===== src/rtl/ff_reg_arbiter_if.sv =====
// Requester-side bus of the shared-register arbiter: requests, lock, write data,
// plus the grant/owner/register view returned to the producers.
interface ff_reg_arbiter_if #(
  parameter int REQ = 4,
  parameter int N   = 8
);
  localparam int OW = (REQ > 1) ? $clog2(REQ) : 1;

  logic [REQ-1:0]   req;
  logic [REQ-1:0]   lock;
  logic [REQ*N-1:0] din;
  logic [REQ-1:0]   gnt;
  logic [OW-1:0]    owner;
  logic [N-1:0]     Q;
  logic             wr_done;
  logic             busy;

  modport master (output req, lock, din, input gnt, owner, Q, wr_done, busy);
  modport slave  (input req, lock, din, output gnt, owner, Q, wr_done, busy);
endinterface


===== src/rtl/ff_reg_arbiter.sv =====
// Round-robin arbiter owning a shared N-bit register; the registered grant holder
// writes its din slice each granted cycle and may lock the grant for up to HOLD_MAX cycles.
module ff_reg_arbiter #(
  parameter int REQ      = 4,
  parameter int N        = 8,
  parameter int HOLD_MAX = 4
) (
  input  logic             clk,
  input  logic             res,
  ff_reg_arbiter_if.slave  bus
);
  localparam int OW = (REQ > 1) ? $clog2(REQ) : 1;
  localparam int HW = $clog2(HOLD_MAX + 1);

  typedef enum logic {IDLE, GRANT} state_t;

  state_t         state_q, state_d;
  logic [REQ-1:0] gnt_q, gnt_d;
  logic [OW-1:0]  owner_q, owner_d;
  logic [HW-1:0]  hold_q, hold_d;
  logic [N-1:0]   q_q, q_d;
  logic           wr_q, wr_d;

  logic [N-1:0]   owner_din;
  logic [OW-1:0]  cand;
  logic [OW-1:0]  winner;
  logic           found;
  logic           do_write;
  logic           stay;

  always_comb begin
    owner_din = '0;
    for (int i = 0; i < REQ; i++) begin
      if (owner_q == OW'(i)) owner_din = bus.din[i*N +: N];
    end
  end

  // Search starts just past the current owner and ends on the owner itself,
  // so a sole requester is re-granted but never ahead of anyone else.
  always_comb begin
    found  = 1'b0;
    winner = owner_q;
    cand   = owner_q;
    for (int k = 1; k <= REQ; k++) begin
      cand = OW'((int'(owner_q) + k) % REQ);
      if (!found && bus.req[cand]) begin
        found  = 1'b1;
        winner = cand;
      end
    end
  end

  assign do_write = (state_q == GRANT) && bus.req[owner_q];
  assign stay     = do_write && bus.lock[owner_q] && (hold_q < HW'(HOLD_MAX));

  always_comb begin
    state_d = state_q;
    gnt_d   = gnt_q;
    owner_d = owner_q;
    hold_d  = hold_q;
    q_d     = q_q;
    wr_d    = 1'b0;

    if (do_write) begin
      q_d  = owner_din;
      wr_d = 1'b1;
    end

    if (stay) begin
      hold_d = hold_q + 1'b1;
    end else if (found) begin
      state_d = GRANT;
      gnt_d   = {{(REQ-1){1'b0}}, 1'b1} << winner;
      owner_d = winner;
      hold_d  = HW'(1);
    end else begin
      state_d = IDLE;
      gnt_d   = '0;
      hold_d  = '0;
    end
  end

  always_ff @(posedge clk or posedge res) begin
    if (res) begin
      state_q <= IDLE;
      gnt_q   <= '0;
      owner_q <= OW'(REQ - 1);
      hold_q  <= '0;
      q_q     <= '0;
      wr_q    <= 1'b0;
    end else begin
      state_q <= state_d;
      gnt_q   <= gnt_d;
      owner_q <= owner_d;
      hold_q  <= hold_d;
      q_q     <= q_d;
      wr_q    <= wr_d;
    end
  end

  assign bus.gnt     = gnt_q;
  assign bus.owner   = owner_q;
  assign bus.Q       = q_q;
  assign bus.wr_done = wr_q;
  assign bus.busy    = |gnt_q;
endmodule

===== src/flat_wrapper.sv =====
// flat-port wrapper written by rule: the top's interface ports become plain ports
module ff_reg_arbiter_flat 
#(
  parameter int REQ      = 4,
  parameter int N        = 8,
  parameter int HOLD_MAX = 4
)
  (clk, res, bus_req, bus_lock, bus_din, bus_gnt, bus_owner, bus_Q, bus_wr_done, bus_busy);
  ff_reg_arbiter_if #(.REQ(REQ), .N(N)) bus_i ();
  input  logic clk;
  input  logic res;
  input wire logic [$bits(bus_i.req)-1:0] bus_req;
  input wire logic [$bits(bus_i.lock)-1:0] bus_lock;
  input wire logic [$bits(bus_i.din)-1:0] bus_din;
  output wire logic [$bits(bus_i.gnt)-1:0] bus_gnt;
  output wire logic [$bits(bus_i.owner)-1:0] bus_owner;
  output wire logic [$bits(bus_i.Q)-1:0] bus_Q;
  output wire logic [$bits(bus_i.wr_done)-1:0] bus_wr_done;
  output wire logic [$bits(bus_i.busy)-1:0] bus_busy;
  assign bus_i.req = bus_req;
  assign bus_i.lock = bus_lock;
  assign bus_i.din = bus_din;
  assign bus_gnt = bus_i.gnt;
  assign bus_owner = bus_i.owner;
  assign bus_Q = bus_i.Q;
  assign bus_wr_done = bus_i.wr_done;
  assign bus_busy = bus_i.busy;
  ff_reg_arbiter #(.REQ(REQ), .N(N), .HOLD_MAX(HOLD_MAX)) u_core (.clk(clk), .res(res), .bus(bus_i));
endmodule

===== config.mk =====
export PLATFORM = sky130hd
export DESIGN_NAME = ff_reg_arbiter_flat
export DESIGN_NICKNAME = d
export VERILOG_FILES = /design/src/rtl/ff_reg_arbiter_if.sv /design/src/rtl/ff_reg_arbiter.sv /design/src/flat_wrapper.sv
export SDC_FILE = /design/constraint.sdc
export NUM_CORES = 1
export LEC_CHECK = 0
export CORE_MARGIN = 2
export CORE_UTILIZATION = 35
export CTS_CLUSTER_SIZE = 10
export DETAILED_ROUTE_END_ITERATION = 10
export PLACE_DENSITY = 0.66
export SLEW_MARGIN = 5
export SYNTH_ARGS = -nofsm -noshare
export SYNTH_HDL_FRONTEND = slang
export SYNTH_SLANG_ARGS = --single-unit

===== constraint.sdc =====
create_clock -name clk -period 4.95 [get_ports clk]
set_input_delay 0.495 -clock clk [delete_from_list [all_inputs] [get_ports clk]]
set_output_delay 0.495 -clock clk [all_outputs]
set_load 0.05 [all_outputs]

# [Word level (Yosys, flattened, before mapping)]
# Index checks and enable logic that the tools add are counted.
[word_totals] regBits=19 input_bits=42 output_inout_bits=16 elab_cells=63
[op_classes] add_sub_neg=5 n_lt_le_gt_ge=6 eq_ne=3 n_shift=1 n_mux=29 bitwise=1 n_reduce_logical=12
[ops] operator="$mux 8" n=4
[ops] operator="$lt 2x3->1 const B" n=5
[ops] operator="$mux 1" n=13
[ops] operator="$bmux 1 s2" n=6
[ops] operator="$mux 2" n=4
[ops] operator="$logic_and 1x1->1" n=6
[ops] operator="$add 2x1->2 const B" n=2
[ops] operator="$add 2x2->2 const B" n=2
[ops] operator="$eq 2x2->1 const B" n=2
[ops] operator="$mux 4" n=1
[ops] operator="$reduce_or 4->1" n=1
[ops] operator="$shl 1x2->4 const A" n=1
[ops] operator="$add 3x1->3 const B" n=1
[ops] operator="$logic_not 1->1" n=3
[ops] operator="$lt 3x3->1 const B" n=1
[ops] operator="$mux 3" n=1
[ops] operator="$eq 2x1->1 const B" n=1
[ops] operator="$logic_not 2->1" n=1
[ops] operator="$reduce_and 2->1" n=1
[ops] operator="$not 1->1" n=1

# [Longest topological paths before layout]
# Gate-level depths: netlist of run 1.
[logic_depth] word_depth=15 ltp_mapped=9 mapped_depth_nobuf=7

# [Least setup slack after synthesis of run 1]
# No wires, ideal clock.
[synth_path] path_kind="register to register" start="reg u_core.owner_q[0] (netlist: u_core.bus.owner[0])" end="reg u_core.gnt_q[1] (netlist: u_core.bus.gnt[1])" setup_time_ns=0.095 arrival_time_ns=2.553 required_time_ns=4.855 slack_ns=2.302 stages_incl_launch_ff=9 path_buffers=1 period_less_slack_ns=2.648 path_cell_list="dfstp_2 > buf_6 > inv_1 > ha_1 > mux4_1 > nand2b_1 > nor2b_1 > xnor2_1 > o31ai_1"
[synth_between] elab_chain_len=15 elab_cells_between_ends=35 cone_classes="add/sub: 4; shift: 1; mux: 21; reduce/logical: 9"
[synth_lines] element="start, declared" line_no="ff_reg_arbiter.sv:19" text="logic [OW-1:0] owner_q, owner_d;"
[synth_lines] element="start signal, assigned" line_no="ff_reg_arbiter.sv:87" text="owner_q <= OW'(REQ - 1);"
[synth_lines] element="start signal, assigned" line_no="ff_reg_arbiter.sv:94" text="owner_q <= owner_d;"
[synth_lines] element="$add 2x1->2" line_no="ff_reg_arbiter.sv:45" text="cand = OW'((int'(owner_q) + k) % REQ);"
[synth_lines] element="$bmux 1 s2" line_no="ff_reg_arbiter.sv:46" text="if (!found && bus.req[cand]) begin"
[synth_lines] element="$mux 1 (not written as such)" line_no="ff_reg_arbiter.sv:46"
[synth_lines] element="$mux 1" line_no="ff_reg_arbiter.sv:46"
[synth_lines] element="$logic_not 1->1" line_no="ff_reg_arbiter.sv:46"
[synth_lines] element="$logic_and 1x1->1" line_no="ff_reg_arbiter.sv:46"
[synth_lines] element="$mux 1" line_no="ff_reg_arbiter.sv:46"
[synth_lines] element="$logic_not 1->1" line_no="ff_reg_arbiter.sv:46"
[synth_lines] element="$logic_and 1x1->1" line_no="ff_reg_arbiter.sv:46"
[synth_lines] element="$mux 1" line_no="ff_reg_arbiter.sv:46"
[synth_lines] element="$logic_not 1->1" line_no="ff_reg_arbiter.sv:46"
[synth_lines] element="$logic_and 1x1->1" line_no="ff_reg_arbiter.sv:46"
[synth_lines] element="$mux 2" line_no="ff_reg_arbiter.sv:46"
[synth_lines] element="$shl 1x2->4" line_no="ff_reg_arbiter.sv:73" text="gnt_d = {{(REQ-1){1'b0}}, 1'b1} << winner;"
[synth_lines] element="$mux 4" line_no="ff_reg_arbiter.sv:71" text="end else if (found) begin"
[synth_lines] element="end signal, assigned" line_no="ff_reg_arbiter.sv:93" text="gnt_q <= gnt_d;"
[synth_lines] element="end, declared" line_no="ff_reg_arbiter.sv:18" text="logic [REQ-1:0] gnt_q, gnt_d;"
# Several ways; a longest one is shown, not always the timed one. The select of a mux whose other input is x is not followed.
# A chain may end at the register's enable or synchronous reset.

# [Final worst setup path of run 1]
# Ends and elaborated chain as after synthesis.

==> results of run 1 <==
-- path summary, 6_finish.rpt --
check | from | depth (start not counted) | slack [ns] | end
setup / recovery | u_core.bus.owner[0]$_DFFE_PP1P_ | 7 | 2.25 | u_core.bus.gnt[1]$_DFFE_PP0N_
hold / removal | u_core.hold_q[0]$_DFF_PP0_ | 1 | 0.46 | u_core.hold_q[0]$_DFF_PP0_
setup reg to reg | u_core.bus.owner[0]$_DFFE_PP1P_ | 7 | 2.25 | u_core.bus.gnt[1]$_DFFE_PP0N_
hold reg to reg | u_core.hold_q[0]$_DFF_PP0_ | 1 | 0.46 | u_core.hold_q[0]$_DFF_PP0_
max in group asynchronous | res | 2 | 3.85 | u_core.bus.gnt[2]$_DFFE_PP0N_
min in group asynchronous | res | 2 | 0.66 | u_core.bus.Q[4]$_DFFE_PP0N_
-- metrics by stage --
stage	hold slack [ns]	setup WS, ns	util, %	cell area [um^2]
global route	0.494	2.07	53.5	1940
detailed placement	0.452	2.25	52.3	1900
finish	0.459	2.25	53.5	1940
CTS	0.461	2.24	53.5	1940
global placement	0.444	2.35	52.3	1900
floorplan	0.427	2.30	-	1310
-- report_power, final --
group          total [uW]  internal (uW)  switching, uW
Sequential            303            237           66.4
Combinational         938            389            549
Clock                 103           57.0           45.9
-- sequential cells by signal, indices dropped and copies added (netlist names) --
signal	cells
u_core.bus.owner	2
u_core.state_q	1
u_core.bus.Q	8
u_core.bus.gnt	4
u_core.bus.wr_done	1
u_core.hold_q	3
-- cell type report --
type | count | area, um^2
Fill cell | 359 | 1690
Clock buffer | 4 | 45.0
Multi-Input combinational cell | 109 | 764
Sequential cell | 19 | 478
Timing Repair Buffer | 58 | 578
Inverter | 5 | 18.8
Tap cell | 48 | 60.1
-- metal layers --
layer,global-route usage [%],up-vias,routed length [um]
met2,28.7,38,1600
met4,4.69,0,26
li1,-,625,-
met5,0,-,0
met1,21.5,557,1440
met3,1.71,2,149
-- cells in the mapped netlist (all sizes together) (3+ instances only) --
cell    count
nand2      21
a21oi      19
dfrtp      17
nand3b      9
o211ai      8
o21a        8
mux2i       6
buf         5
clkbuf      5
ha          5
inv         5
o21ai       4
a211oi      3
mux4        3
nand2b      3
o22ai       3
-- critical path, cell delays in order, from the launching register on --
cell and delay (ns):
dfstp_2 0.76, inv_1 0.17, ha_1 0.38, mux4_1 0.56, nand2b_1 0.12, nor2b_1 0.24
xnor2_1 0.13, o31ai_1 0.25
-- cells by family (layout without fill, tap and decap cells) --
family                     count (synthesis)  count (layout)  share of synthesized area, %
adders and majority gates                  5               5                          4.78
and+or+nand+nor                           44              44                          18.0
xor gates and xnor gates                   2               2                          1.34
buffers and inverters                     15              67                          5.07
AOI/OAI and AO/OA                         49              49                          24.0
muxes                                      9               9                          10.3
DFF                                       19              19                          36.5
==> metrics, run 1 <==
sequential fraction of the synthesis area 36.5%; die width 65.2 um; Root Buffer clkbuf_8; vias in the first global route 1207; non-filler instance count after layout 243; GRT Residual Overflow 0; Avg Inst Size Synth 9.15 um^2; asr flop ratio synth 100%; final critical-path share of the clock period 54.5%; most common cell after layout, fill and taps aside clkdlybuf4s50_1; DRT iter0 DRCs 45; worst-margin pin slew 0.863 ns; fmax 371 MHz; Final nets 243; most frequent cells in the layout clkdlybuf4s50_1 (57), nand2_1 (21), a21oi_1 (19); post-synth top area share 32.5%; hold bufs inserted after CTS 0; Hold Crit Class reg2reg; Synthesis Warnings 0; Post-DP HPWL 2580 um; I/O pin count 58; first-pass GRT wire length 5410 um; Yosys cell types 33; syn nets 190; Cells after DPL 239; # rows 22; CTS buffer count 3; worst path arrival time 2.85 ns; RSZ-0062 raised after global routing no; Initial Util 36.0%; Clock Latency Late Sink 0.24 ns; clock skew 0.000925 ns; Worst Setup End Kind flip-flop; initial antenna violation count 0; status completed; Main synth FF type dfrtp_1; WL final 3210 um; clk slew on worst S/H paths 0.07 ns; # Post-CTS Setup Buffers 0; Seq cells post-synth 19; layout cells sized above 1 5.64%; DR DRC count 0; Crit Path Max Fanout 15; Total GRT Usage 16.4%; Post-DRT Antenna Nets 0; Die H 65.2 um; CTS sink cnt 19; DRT Pass-1 Iters 6; synth top area cells dfrtp_1 (33%), a21oi_1 (7.3%), nand2_1 (6.0%); mapped cell area 1310 um^2; Clock H-tree levels 1; area grow syn2layout 48.6%; CTS tree done; CORE AREA 3630 um^2; MaxCap Viol Count 0; # port buffers 57; Worst EP required 5.10 ns; crit path launch type flip-flop; Power per Cell Area 691 nW/um^2; Vias/cell 5.03; Resize count post-CTS 0; Final Max Slew Viols 0; antenna diode instance count 0; Leakage Power 0.000760 uW; Worst Setup Path Type reg2reg; routability cong. 0.880; largest net degree at the start of global routing 22; peak supply drop 0.204 mV; setup_tns 0 ns; Vias 1222; final setup vio count 0; Max-slew headroom 41.9%; Die ar. 4240 um^2; cell taking the most area after synthesis dfrtp_1; Clock Path Buffers 2; Post-synth EDFFs 0; Routed WL per cell 13.2 um; Mapped Cells 143; Final min period 2.70 ns; Total Power 1340 uW; Final Hold Viols 0
Note: power is estimated with default switching activity, not from simulation.
==> inputs of run 2 (changes only) <==
Clock period 4.95 ns to 2.8 ns, I/O delays scaled along.
==> run 2 against run 1 <==
First-iteration DRC count decreased by 51%; core utilization increased by 0.65 points; worst hold slack got worse by 0.015 ns; sequential power increased by 62%; power increased by 80%; critical path type unchanged; highest routed layer unchanged.
==> metrics, run 2 (same netlist as run 1, synthesis figures left out) <==
DRT Pass-1 Iters 4 (-2); clock skew 0.000671 ns (-0.000254 ns); most frequent cells in the layout clkdlybuf4s50_1 (57), nand2_1 (21), a21oi_1 (19); Total GRT Usage 16.7% (+0.28 points); die width 65.2 um (unchanged); Total Power 2420 uW (+80%); initial antenna violation count 0 (unchanged); non-filler instance count after layout 246 (+1.2%); CTS buffer count 3 (unchanged); Setup crit start u_core.bus.owner[1]$_DFFE_PP1P_; final critical-path share of the clock period 88.9% (+34 points); largest net degree at the start of global routing 20 (-9.1%); Post-DP HPWL 2770 um (+7.4%); worst-margin pin slew 0.694 ns (-0.170 ns); # port buffers 57 (unchanged); Leakage Power 0.000778 uW (+2.3%); R2R cell count 7 (unchanged); Crit Path Max Fanout 10 (-5); Final Max Slew Viols 0 (unchanged); Final Hold Viols 0 (unchanged); routability cong. 0.873 (-0.80%); Max-slew headroom 53.7% (+12 points); status completed; Clock H-tree levels 1 (unchanged); CTS sink cnt 19 (unchanged); Cells after DPL 242 (+1.3%); Final min period 2.49 ns (-0.207 ns); I/O pin count 58 (unchanged); CTS tree done; first-pass GRT wire length 5560 um (+2.8%); Routed WL per cell 13.9 um (+5.0%); # rows 22 (unchanged); Vias/cell 5.06 (+0.64%); final core occ 54.2% (+0.65 points); DR DRC count 0 (unchanged); hold bufs inserted after CTS 0 (unchanged); peak supply drop 0.364 mV (+78%); most common cell after layout, fill and taps aside clkdlybuf4s50_1; Clock Path Buffers 2 (unchanged); CORE AREA 3630 um^2 (unchanged); Hold Crit Class in2async; Resize count post-CTS 0 (unchanged); RSZ-0062 raised after global routing no; Post-DRT Antenna Nets 0 (unchanged); WL final 3410 um (+6.3%); Largest register FFs 8 (unchanged); Initial Util 36.0% (unchanged); # Post-CTS Setup Buffers 0 (unchanged); GRT Residual Overflow 0 (unchanged); FF-to-FF Start u_core.bus.owner[1]$_DFFE_PP1P_; antenna diode instance count 0 (unchanged); Final nets 246 (+1.2%); Worst Setup End Kind flip-flop; worst path arrival time 2.65 ns (-0.20 ns); crit path launch type flip-flop; setup_tns 0 ns (unchanged); DRT iter0 DRCs 22 (-51%); Root Buffer clkbuf_8; filler instances 354 (-1.4%); layout cells sized above 1 7.58% (+1.9 points); MaxCap Viol Count 0 (unchanged); Die ar. 4240 um^2 (unchanged); Vias 1245 (+1.9%); Die H 65.2 um (unchanged); Clock Latency Late Sink 0.25 ns (about the same); fmax 402 MHz (+8.3%); vias in the first global route 1206 (-0.083%); Power per Cell Area 1230 nW/um^2 (+78%); clk slew on worst S/H paths 0.07 ns (about the same); final setup vio count 0 (unchanged); Worst EP required 2.96 ns (-2.14 ns); Worst Setup Path Type reg2reg; area grow syn2layout 50.4%
## run 2: cell types whose count changed in the layout (fill, tap and decap cells not counted)
| cell | change |
|---|---|
| buf_4 | +3 |
| clkbuf_1 | -1 |
| clkinv_2 | +1 |
## run 2: power breakdown
part	internal, uW	total [uW]	switching, uW	leakage, uW
combinational	709	1740	1030	0.000527
clock	98.6	189	90.0	0.0000255
sequential	416	490	73.9	0.000225
total	1220	2420	1190	0.000778
## run 2: final timing paths
check                                           endpoint  slack, ns
setup / recovery           u_core.bus.gnt[1]$_DFFE_PP0N_       0.31
hold / removal               u_core.bus.Q[4]$_DFFE_PP0N_       0.44
setup reg to reg           u_core.bus.gnt[1]$_DFFE_PP0N_       0.31
hold reg to reg               u_core.hold_q[0]$_DFF_PP0_       0.46
max in group asynchronous  u_core.bus.gnt[1]$_DFFE_PP0N_       1.92
min in group clk              u_core.hold_q[0]$_DFF_PP0_       0.46
## run 2: metal layers
| metal | wire (um) | global-route usage, % | up-vias |
|---|---|---|---|
| met3 | 137 | 1.20 | 2 |
| met4 | 25 | 2.34 | 0 |
| met1 | 1530 | 21.7 | 575 |
| li1 | - | - | 634 |
| met2 | 1720 | 31.1 | 34 |
| met5 | 0 | 0 | - |
## run 2: critical path, stage by stage (launching register included)
cell	delay (ns)
dfstp_2	0.62
inv_1	0.11
ha_1	0.35
mux4_1	0.57
nand2b_1	0.12
nor2b_1	0.25
xnor2_1	0.14
o31ai_1	0.25
## run 2: cell type report
type	count	area [um^2]	area share [%]
clock buffers	3	41.3	2.10
clock inverters	1	5.00	0.254
inverters	5	18.8	0.954
multi-input cells	109	764	38.8
flip-flops and latches	19	478	24.3
well taps	48	60.1	3.05
repair buffers	61	601	30.5
## run 2: stage by stage
step / instance area, um^2 / setup slack, ns / hold slack, ns
2_1_floorplan: 1310 / 0.152 / 0.230
3_3_place_gp: 1920 / 0.426 / 0.440
3_5_place_dp: 1920 / 0.305 / 0.447
4_1_cts: 1970 / 0.290 / 0.464
5_1_grt: 1970 / 0.134 / 0.472
6_report: 1970 / 0.311 / 0.444
==> inputs of run 3 (changes only) <==
Settings changed: CTS_CLUSTER_SIZE 10 to 14.
==> results of run 3 <==
No change in the layout: final DEF, timing and power equal those of run 2.
